==> config.mk <==
export PLATFORM = sky130hd
export DESIGN_NAME = regfile_we_decoder
export DESIGN_NICKNAME = d
export VERILOG_FILES = /design/src/rtl/regfile_we_decoder.sv
export SDC_FILE = /design/constraint.sdc
export NUM_CORES = 1
export LEC_CHECK = 0
export ABC_AREA = 0
export BUFFER_PORTS_ARGS = -buffer_cell sky130_fd_sc_hd__buf_2
export CAP_MARGIN = 25
export CORE_MARGIN = 1.5
export CORE_UTILIZATION = 49
export CTS_CLUSTER_SIZE = 12
export DETAILED_ROUTE_END_ITERATION = 7
export PLACE_DENSITY = 0.77
export SYNTH_ARGS = -nofsm -noshare
export SYNTH_HDL_FRONTEND = slang
export SYNTH_SLANG_ARGS = --single-unit
==> constraint.sdc <==
create_clock -name I_CLK -period 3.4 [get_ports I_CLK]
set_input_delay 0.34 -clock I_CLK [delete_from_list [all_inputs] [get_ports I_CLK]]
set_output_delay 0.34 -clock I_CLK [all_outputs]
set_load 0.005 [all_outputs]
==> src/rtl/regfile_we_decoder.sv <==
// Registered one-hot write-enable decoder for the register file writeback port,
// with a sweep sequencer that strobes every output in order to clear all registers.
module regfile_we_decoder #(
  parameter int SEL_WIDTH      = 4,
  parameter bit CLEAR_ON_RESET = 1'b1
) (
  input  logic                        I_CLK,
  input  logic                        I_RESET,
  input  logic                        I_VALID,
  input  logic [SEL_WIDTH-1:0]        I_SEL,
  input  logic                        I_ENABLE,
  input  logic                        I_CLEAR,
  output logic                        O_READY,
  output logic [(2**SEL_WIDTH)-1:0]   O_DATA,
  output logic [SEL_WIDTH-1:0]        O_INDEX,
  output logic                        O_BUSY,
  output logic                        O_DONE
);

  localparam int                   OUT_WIDTH = 2**SEL_WIDTH;
  localparam logic [SEL_WIDTH-1:0] CNT_LAST  = '1;

  typedef enum logic {
    ST_IDLE  = 1'b0,
    ST_SWEEP = 1'b1
  } state_t;

  state_t                 r_state;
  state_t                 w_state_nxt;
  logic [SEL_WIDTH-1:0]   r_cnt;
  logic [SEL_WIDTH-1:0]   w_cnt_nxt;
  logic [OUT_WIDTH-1:0]   r_data;
  logic [OUT_WIDTH-1:0]   w_data_nxt;
  logic [SEL_WIDTH-1:0]   r_index;
  logic [SEL_WIDTH-1:0]   w_index_nxt;
  logic                   r_busy;
  logic                   w_busy_nxt;
  logic                   r_done;
  logic                   w_done_nxt;
  logic                   w_ready;

  function automatic logic [OUT_WIDTH-1:0] onehot(input logic [SEL_WIDTH-1:0] sel);
    logic [OUT_WIDTH-1:0] v;
    v      = '0;
    v[sel] = 1'b1;
    return v;
  endfunction

  // A clear request masks ready so a simultaneous decode request stays pending.
  assign w_ready = (r_state == ST_IDLE) && !I_CLEAR;

  // Next-state and next-output decode for the IDLE/SWEEP sequencer.
  always_comb begin
    w_state_nxt = r_state;
    w_cnt_nxt   = r_cnt;
    w_data_nxt  = '0;
    w_index_nxt = r_index;
    w_busy_nxt  = r_busy;
    w_done_nxt  = 1'b0;
    case (r_state)
      ST_IDLE: begin
        if (I_CLEAR) begin
          w_state_nxt = ST_SWEEP;
          w_cnt_nxt   = '0;
          w_busy_nxt  = 1'b1;
        end else if (I_VALID) begin
          w_index_nxt = I_SEL;
          w_data_nxt  = I_ENABLE ? onehot(I_SEL) : '0;
        end else begin
          w_data_nxt  = '0;
        end
      end
      ST_SWEEP: begin
        w_data_nxt  = onehot(r_cnt);
        w_index_nxt = r_cnt;
        if (r_cnt == CNT_LAST) begin
          w_done_nxt  = 1'b1;
          w_busy_nxt  = 1'b0;
          w_state_nxt = ST_IDLE;
          w_cnt_nxt   = '0;
        end else begin
          w_cnt_nxt   = r_cnt + SEL_WIDTH'(1);
        end
      end
      default: begin
        w_state_nxt = ST_IDLE;
        w_cnt_nxt   = '0;
        w_busy_nxt  = 1'b0;
      end
    endcase
  end

  // State and output registers; reset optionally starts an auto-clear sweep.
  always_ff @(posedge I_CLK or posedge I_RESET) begin
    if (I_RESET) begin
      r_state <= CLEAR_ON_RESET ? ST_SWEEP : ST_IDLE;
      r_cnt   <= '0;
      r_data  <= '0;
      r_index <= '0;
      r_busy  <= CLEAR_ON_RESET;
      r_done  <= 1'b0;
    end else begin
      r_state <= w_state_nxt;
      r_cnt   <= w_cnt_nxt;
      r_data  <= w_data_nxt;
      r_index <= w_index_nxt;
      r_busy  <= w_busy_nxt;
      r_done  <= w_done_nxt;
    end
  end

  assign O_READY = w_ready;
  assign O_DATA  = r_data;
  assign O_INDEX = r_index;
  assign O_BUSY  = r_busy;
  assign O_DONE  = r_done;

endmodule
Word level (Yosys, flattened, before mapping)
Cells that the tools add are included.
- add/subtract/negate cells: 1
- order comparisons: 4
- equal/unequal tests: 5
- multiplexer cells: 22
- bitwise operators: 1
- reductions and logical operators: 6
- operators with widths (kind ; number):
    $mux 16 ; 3
    $pmux 16 s2 ; 1
    $mux 4 ; 4
    $pmux 4 s2 ; 2
    $lt 4x5->1 const B ; 2
    $demux 1 s4 ; 2
    $ge 4x1->1 const B ; 2
    $mux 1 ; 8
    $ne 2x2->1 const B ; 3
    $add 4x1->4 const B ; 1
    $eq 4x4->1 const B ; 1
    $pmux 1 s2 ; 2
    $reduce_and 2->1 ; 2
    $logic_and 1x1->1 ; 3
    $ne 2x1->1 const B ; 1
    $logic_not 1->1 ; 1
    $not 1->1 ; 1
- register bits: 27
- input port bits: 9
- logic and storage cells: 45

Depth between registers and ports, before layout
Gate-level depths: netlist of run 1.
- depth in word-level cells: 8
- depth in mapped cells: 4
- mapped depth without buffers: 4

Worst setup path before layout of run 1
No wires, ideal clock.
- path kind: register to register
- start: register r_state
- end: register r_data[0], in the netlist O_DATA[0]
- arrival time: 1.289 ns
- slack: 2.028 ns
- stages on the path, launching flop included: 5
- buffers on the path: 1
- period minus slack after synthesis: 1.372 ns
- cells stage by stage: dfstp_2 -> buf_6 -> and4bb_1 -> or3b_1 -> o22ai_1
- word-level cells in the longest chain between the ends: 2
- ends and longest elaborated chain (element ; line ; text):
    start, declared ; 28 ; state_t r_state;
    start signal, assigned ; 96 ; r_state <= CLEAR_ON_RESET ? ST_SWEEP : ST_IDLE;
    start signal, assigned ; 103 ; r_state <= w_state_nxt;
    $not 1->1 ; - ;
    $pmux 16 s2 * ; 60 ; case (r_state)
    net w_data_nxt[0] ; 33 ; logic [OUT_WIDTH-1:0] w_data_nxt;
    end signal, assigned ; 105 ; r_data <= w_data_nxt;
    end, declared ; 32 ; logic [OUT_WIDTH-1:0] r_data;
Mark *: on every way through the listed nets, which the timed path passes. The rest lies on a longest branch.
A chain may end at the register's enable or synchronous reset.

Final worst setup path of run 1
- start: register r_state
- end: output port O_READY
- word-level cells in the longest chain between the ends: 2
- ends and longest elaborated chain (element ; line ; text):
    $not 1->1 ; - ;
    $logic_and 1x1->1 ; 50 ; assign w_ready = (r_state == ST_IDLE) && !I_CLEAR;
    end, declared ; 13 ; output logic O_READY,
Every way passes these cells.

==> flow_metrics.py, run 1 <==
metrics = {
    "clock_tree": {
        "cts_buffer_depth": 2,
        "cts_resized": 0,
        "htree_levels": 1,
        "numClockSinks": 27,
        "postCtsSetupBuffers": 0,
        "clock_latency_ps": 310,
        "clock-root-buffer": "clkbuf_4",
        "cts_tree": "done",
        "clk_pin_slew_worst_paths_ps": 130,
        "numCtsBuffers": 3,
        "cts_hold_buf": 0,
    },
    "grt": {
        "grt_antenna_before_repair": 0,
        "grt_overflow": 0,
        "grt_util_all_layers_pct": 18.3,
        "grt_pass1_wl_microns": 3480,
        "grt_pass1_vias": 799,
        "grt_max_degree": 28,
    },
    "power_and_ir_drop": {
        "cellLeakagePower_nw": 0.711,
        "combPwrFrac_pct": 35.8,
        "pwr-share-clk_pct": 13.2,
        "p_int_mw": 0.635,
        "swShare_pct": 35.4,
        "irDropWorstVdd_mv": 0.439,
        "seqPwrFrac_pct": 51.0,
        "p_per_area_nw_per_um2": 730,
        "switchingPower_mw": 0.348,
    },
    "logic_synthesis": {
        "yosysTopAreaCell": "dfrtp_1",
        "syn_nets": 112,
        "synthCells": 99,
        "yosys-top-cells-count": "dfrtp_1 (25), o22ai_1 (16), nand2_1 (10)",
        "netlist_area_sq_um": 1130,
        "synth_top_flop_cell": "dfrtp_1",
        "yosysWarnings": 0,
        "ys_seq_area_share_pct": 59.8,
        "yosysMostFrequentCell": "dfrtp_1",
        "synth_cell_type_count": 22,
        "synth_edf_count": 0,
        "synth_area_leaders": "dfrtp_1 (55%), o22ai_1 (8.8%), dfstp_2 (4.6%)",
        "ys_ff_latch": 27,
        "async_flop_share_pct": 100,
        "yosys.area.top_type_share_pct": 55.1,
        "avgSynthCellArea_sq_um": 11.5,
    },
    "floorplanning": {
        "chipWidth_microns": 51.1,
        "die_h_microns": 51.1,
        "core_area_sq_um": 2190,
        "num_rows": 17,
        "dieArea_sq_um": 2610,
        "pin_count": 32,
        "initial_core_util_pct": 51.8,
    },
    "sta": {
        "tightest_slew_ps": 428,
        "min_period_ps": 1680,
        "setup_tns_ps": 0,
        "finClkSkew_ps": 6.41,
        "finalHoldViolations": 1,
        "setup_viol": 0,
        "grt_setup_unrepaired": "false",
        "whs_ps": -4.20,
        "period_share_pct": 49.5,
        "maxSlewHeadroom_pct": 71.4,
        "fmax_ghz": 0.594,
        "slew_viol_final": 0,
    },
    "detailed_routing": {
        "dr.first_iter.drc_count": 15,
        "post-route-drc-count": 0,
        "wl_per_cell_microns": 13.3,
        "viasPerCell": 5.35,
        "via_count": 856,
        "dr.pass1.iters": 4,
        "routed_wl_microns": 2130,
        "ant_nets": 0,
    },
    "critical_path": {
        "critical_path_arrival_ps": 1340,
        "crit_path_start_kind": "flip-flop",
        "r2r_slack_ps": 1890,
        "critPathMaxFanout": 19,
        "crit_required_ps": 3060,
        "worst-setup-path-type": "flip-flop to output port",
        "end_kind": "output port",
    },
    "status": {
        "violations": "negative hold slack",
        "status": "finished, violations left",
    },
    "cells_and_area": {
        "antenna_cells": 0,
        "layout-drive-gt1-share_pct": 30.3,
        "utilization_pct": 61.5,
        "fillers": 197,
        "areaGrowthSynthToFinish_pct": 18.7,
        "layout.nets": 146,
    },
    "run": {
        "drv_cap": 0,
    },
    "placed_design": {
        "gp_congestion": 0.838,
        "port_buffers": 31,
        "dp_hpwl_microns": 1630,
    },
    "min_path": {
        "holdCritPathClass": "input port to async pin",
    },
}
==> worst max-delay path: stages (launching register included) <==
cell and delay, ps:
dfstp_2 730, nor2_1 150, buf_2 150
==> power groups by stage <==
stage	clock (mW)	combinational (mW)	sequential [mW]
after global routing	0.148	0.392	0.519
after floorplan	0	0.225	0.500
after detailed placement	0	0.348	0.510
after CTS	0.136	0.350	0.503
after global placement	0	0.339	0.505
final	0.130	0.352	0.502
==> cell type report <==
class                      instances  area [sq um]  share of cell area [%]
tap                               28          35.0                    2.60
timing repair buffer              32           170                    12.6
inverter                           4          15.0                    1.11
multi-input combinational         65           423                    31.4
clock buffer                       4          26.3                    1.95
sequential                        27           678                    50.3
==> state kept, by name, indices dropped and copies added, names as in the netlist <==
signal and cells:
r_cnt 4, O_INDEX 4, O_DATA 16, r_state 1, O_BUSY 1, O_DONE 1
==> layer usage <==
metal / vias to the layer above / GRT usage [%] / part of all wire [%]
li1: 420 / - / -
met1: 401 / 23.9 / 45
met2: 31 / 29.0 / 48
met3: 4 / 2.92 / 5.8
met4: 0 / 10.4 / 1.4
met5: - / 0 / 0
==> stage by stage <==
stage / cells / cell area, sq um / hold WS (ps) / total power, mW / setup WS (ps)
floorplan: 99 / 1130 / 391 / 0.724 / 2030
global placement: 155 / 1310 / 474 / 0.843 / 2000
detailed placement: 155 / 1310 / 468 / 0.859 / 1910
CTS: 159 / 1330 / 249 / 0.989 / 1700
global route: 160 / 1350 / 19.4 / 1.06 / 1640
finish: 160 / 1350 / -4.20 / 0.983 / 1720
==> cells in the final DEF, fill, tap and decap left out <==
cell type	netlist	routed
nor2_1	4	4
o21ai_0	6	6
nand3_1	3	3
inv_1	4	4
dfstp_2	2	2
nand3b_1	2	2
clkbuf_1	2	1
a22o_1	1	1
nand2_1	10	10
o22ai_1	16	16
or2_2	2	2
mux2i_1	5	5
o221ai_1	1	1
nor2b_1	1	1
mux2_2	1	1
clkbuf_4	0	3
a21oi_1	2	2
nand2b_1	5	5
and4bb_1	1	1
ha_1	4	4
buf_8	0	1
or3b_1	1	1
dfrtp_1	25	25
buf_2	0	31
==> worst paths after layout <==
check	from	endpoint	cells after the start
worst max-delay path	r_state	O_READY	2
worst min-delay path	I_RESET	r_cnt[1]	2
worst max register to register	r_state	O_DATA[0]	3
worst min register to register	O_BUSY	O_BUSY	2
max in group asynchronous	I_RESET	O_DATA[3]	3
min in group I_CLK	I_CLEAR	O_BUSY	3
==> cells by family after synthesis <==
family / count (synthesis) / synth area share, %
AO/OA/AOI/OAI: 26 / 13.9
adder cells (fa/ha/maj): 4 / 4.41
buffers and inverters: 7 / 2.98
flip-flops: 27 / 59.8
multiplexers: 6 / 5.40
AND/OR/NAND/NOR: 29 / 13.6
(Power assumes the default switching activity.)
==> run 2, diff against run 1 <==
- clock period: 3.4 -> 1.8 ns (I/O delays scaled with it)
==> flow_metrics.py, run 2 (synthesis gave the netlist of run 1 again) <==
metrics = {
    "placed_design": {
        "place_inst": 156,
        "dp_hpwl_microns": 1730,
        "gp_congestion": 0.910,
        "port_buffers": 31,
        "place_ws_ps": 349,
    },
    "grt": {
        "grt_overflow": 0,
        "grt_antenna_before_repair": 0,
        "grt_pass1_vias": 849,
        "grt_max_degree": 20,
        "grt_util_all_layers_pct": 19.3,
        "grt_pass1_wl_microns": 3730,
    },
    "clock_tree": {
        "clock-root-buffer": "clkbuf_4",
        "numClockSinks": 27,
        "cts_tree": "done",
        "clock_latency_ps": 310,
        "cts_buffer_depth": 2,
        "cts_hold_buf": 1,
        "cts_resized": 0,
        "htree_levels": 1,
        "clk_pin_slew_worst_paths_ps": 130,
        "postCtsSetupBuffers": 0,
        "numCtsBuffers": 3,
    },
    "cells_and_area": {
        "final_common_cell": "buf_2",
        "antenna_cells": 0,
        "final_cell_mix": "buf_2 (31), dfrtp_1 (25), o22ai_1 (16)",
        "instances_no_fill": 161,
        "layout-drive-gt1-share_pct": 30.1,
        "layout.nets": 147,
        "largest_reg_flops": 16,
        "areaGrowthSynthToFinish_pct": 19.0,
    },
    "critical_path": {
        "critical_path_arrival_ps": 1330,
        "crit_required_ps": 1620,
        "critPathMaxFanout": 19,
        "end_kind": "output port",
        "worst-setup-path-type": "flip-flop to output port",
        "crit_path_start_kind": "flip-flop",
    },
    "status": {
        "status": "complete, no violations",
    },
    "sta": {
        "setup_tns_ps": 0,
        "tightest_slew_ps": 464,
        "grt_setup_unrepaired": "false",
        "period_share_pct": 83.6,
        "fmax_ghz": 0.664,
        "setup_viol": 0,
        "finClkSkew_ps": 7.52,
        "maxSlewHeadroom_pct": 69.0,
        "worst_slack_ps": 295,
        "slew_viol_final": 0,
        "min_period_ps": 1510,
        "finalHoldViolations": 0,
    },
    "power_and_ir_drop": {
        "seqPwrFrac_pct": 51.3,
        "finalPower_mw": 1.86,
        "switchingPower_mw": 0.664,
        "cellLeakagePower_nw": 0.713,
        "irDropWorstVdd_mv": 1.07,
        "swShare_pct": 35.7,
        "p_per_area_nw_per_um2": 1380,
        "pwr-share-clk_pct": 13.2,
        "combPwrFrac_pct": 35.5,
        "p_int_mw": 1.20,
    },
    "floorplanning": {
        "chipWidth_microns": 51.1,
        "dieArea_sq_um": 2610,
        "pin_count": 32,
        "num_rows": 17,
        "die_h_microns": 51.1,
        "core_area_sq_um": 2190,
        "initial_core_util_pct": 51.8,
    },
    "detailed_routing": {
        "dr.first_iter.drc_count": 16,
        "dr.pass1.iters": 4,
        "post-route-drc-count": 0,
        "via_count": 867,
        "viasPerCell": 5.39,
        "routed_wl_microns": 2230,
        "ant_nets": 0,
        "wl_per_cell_microns": 13.8,
    },
    "min_path": {
        "holdCritPathClass": "input port to flip-flop",
    },
    "run": {
        "drv_cap": 0,
    },
}
[run 2: changes by cell type in the layout (fill, tap and decap cells not counted), sizes merged]
cell	before	now
dlygate4sd3	0	1
[run 2: path summary, 6_finish.rpt]
| path | startpoint | to | slack (ps) | depth (start not counted) |
|---|---|---|---|---|
| worst max-delay path | r_state | O_READY | 290 | 2 |
| worst min-delay path | I_CLEAR | O_BUSY | 150 | 3 |
| worst max register to register | r_state | O_DATA[8] | 320 | 3 |
| worst min register to register | O_BUSY | O_BUSY | 490 | 2 |
| max in group asynchronous | I_RESET | O_DATA[13] | 830 | 4 |
| min in group asynchronous | I_RESET | r_cnt[1] | 400 | 3 |
[run 2: area by class of cell]
| cell class | count | area [sq um] |
|---|---|---|
| Inverter | 4 | 15.0 |
| Timing Repair Buffer | 33 | 173 |
| Fill cell | 187 | 841 |
| Sequential cell | 27 | 678 |
| Tap cell | 28 | 35.0 |
| Multi-Input combinational cell | 65 | 423 |
| Clock buffer | 4 | 26.3 |
[run 2: metal layers]
layer  GRT usage (%)  vias up  share of wire, %
met5               0        -                 0
met4            8.56        0                 0
met3            3.51        0               6.4
met2            34.2       35                53
met1            22.5      409                41
li1                -      423                 -
[run 2: metrics by stage]
stage / cell area [sq um] / hold slack (ps) / util (%)
after detailed placement: 1310 / 222 / 60.0
final: 1350 / 154 / 61.6
after global routing: 1350 / 138 / 61.6
after floorplan: 1130 / 231 / -
after global placement: 1310 / 194 / 60.0
after CTS: 1350 / 144 / 61.6
[run 2: power groups by stage]
stage / clock network [mW] / registers [mW] / logic (mW)
global route: 0.287 / 0.980 / 0.740
global placement: 0 / 0.953 / 0.644
finish: 0.246 / 0.954 / 0.661
detailed placement: 0 / 0.966 / 0.661
CTS: 0.260 / 0.954 / 0.669
floorplan: 0 / 0.944 / 0.424
[run 2: critical path, stage by stage, from the launching register on]
cell and delay (ps):
dfstp_2 720, nor2_1 150, buf_2 150
==> run 3, diff against run 2 <==
- clock period: 1.8 -> 1.5 ns (I/O delays scaled with it)
==> flow_metrics.py, run 3 (synthesis gave the netlist of run 1 again) <==
metrics = {
    "status": {
        "status": "complete, no violations",
    },
    "floorplanning": {
        "num_rows": 17,
        "core_area_sq_um": 2190,
        "pin_count": 32,
        "die_h_microns": 51.1,
        "chipWidth_microns": 51.1,
        "dieArea_sq_um": 2610,
        "initial_core_util_pct": 51.8,
    },
    "detailed_routing": {
        "dr.pass1.iters": 4,
        "routed_wl_microns": 2220,
        "post-route-drc-count": 0,
        "ant_nets": 0,
        "dr.first_iter.drc_count": 23,
        "viasPerCell": 5.42,
        "wl_per_cell_microns": 13.7,
        "via_count": 878,
    },
    "placed_design": {
        "dp_hpwl_microns": 1710,
        "gp_congestion": 0.871,
        "place_inst": 157,
        "port_buffers": 31,
        "place_ws_ps": 189,
        "placed_area_sq_um": 1320,
    },
    "run": {
        "drv_cap": 0,
    },
    "cells_and_area": {
        "layout-drive-gt1-share_pct": 32.1,
        "design_area_sq_um": 1370,
        "largest_reg_flops": 16,
        "utilization_pct": 62.3,
        "final_cell_mix": "buf_2 (31), dfrtp_1 (25), o22ai_1 (16)",
        "final_common_cell": "buf_2",
        "antenna_cells": 0,
        "instances_no_fill": 162,
        "areaGrowthSynthToFinish_pct": 20.3,
        "layout.nets": 148,
        "fillers": 202,
    },
    "sta": {
        "period_share_pct": 93.4,
        "worst_slack_ps": 99.7,
        "tightest_slew_ps": 472,
        "finalHoldViolations": 0,
        "grt_setup_unrepaired": "false",
        "min_period_ps": 1400,
        "setup_viol": 0,
        "setup_tns_ps": 0,
        "slew_viol_final": 0,
        "whs_ps": 103,
        "fmax_ghz": 0.714,
        "maxSlewHeadroom_pct": 68.5,
        "finClkSkew_ps": 11.2,
    },
    "grt": {
        "met1_usage_pct": 22.5,
        "grt_max_degree": 19,
        "groute.layer.met2.usage_pct": 32.0,
        "grt_antenna_before_repair": 0,
        "grt_overflow": 0,
        "grt_pass1_vias": 769,
        "top_usage_layer": "met2",
        "grt_util_all_layers_pct": 18.8,
        "grt_use_met3_pct": 2.92,
        "grt_pass1_wl_microns": 3500,
    },
    "critical_path": {
        "crit_path_start_kind": "flip-flop",
        "critPathMaxFanout": 18,
        "crit_start": "r_state",
        "crit_required_ps": 1350,
        "r2r_start": "r_state",
        "critical_path_arrival_ps": 1250,
        "worst-setup-path-type": "flip-flop to output port",
        "worstRegToRegCells": 3,
        "r2r_slack_ps": 120,
        "end_kind": "output port",
    },
    "power_and_ir_drop": {
        "irDropWorstVdd_mv": 1.24,
        "finalPower_mw": 2.26,
        "p_per_area_nw_per_um2": 1650,
        "cellLeakagePower_nw": 0.721,
    },
    "clock_tree": {
        "cts_buffer_depth": 2,
        "clock-root-buffer": "clkbuf_4",
        "htree_levels": 1,
        "numClockSinks": 27,
        "numCtsBuffers": 3,
        "cts_tree": "done",
        "clk_pin_slew_worst_paths_ps": 150,
        "clock_latency_ps": 320,
        "postCtsSetupBuffers": 0,
    },
    "min_path": {
        "min_from": "I_CLEAR",
        "hold_path_depth": 3,
        "holdCritPathClass": "input port to flip-flop",
    },
}
## run 3: changes by cell type in the layout (fill, tap and decap cells not counted), sizes merged
cell	change
clkbuf	-1
clkinv	+1
buf	+1
## run 3: worst max-delay path, cell delays in order, from the launching register on
cell	delay [ps]
dfstp_2	560
buf_6	160
nor2_2	80
buf_2	130
## run 3: layout make-up
type                       instances  area, sq um  area share [%]
sequential                        27          678            49.7
multi-input combinational         65          425            31.2
timing repair buffer              34          184            13.5
tap                               28         35.0            2.57
clock buffer                       3         22.5            1.65
inverter                           4         15.0            1.10
clock inverter                     1         5.00           0.367
## run 3: power by group
group | internal (mW) | total [mW] | switching, mW
registers | 0.964 | 1.12 | 0.157
logic | 0.380 | 0.827 | 0.446
clock network | 0.0997 | 0.310 | 0.210
total | 1.44 | 2.26 | 0.813
## run 3: final timing paths
| kind | to |
|---|---|
| max reg2reg | O_DATA[0] |
| max in group asynchronous | O_DATA[9] |
| min reg2reg | O_BUSY |
| max | O_READY |
| min | O_BUSY |
| min in group asynchronous | O_INDEX[1] |
## run 3: repair_timing
item	CTS	global route
hold endpoints to repair	9	0
endpoints found under the setup margin	0	1
hold buffers	1	0
resized for setup	0	2
## run 3: routing by layer
metal | part of all wire (%) | vias up
met4 | 1.9 | 0
met2 | 49 | 33
met1 | 43 | 414
li1 | - | 425
met5 | 0 | -
met3 | 5.5 | 6
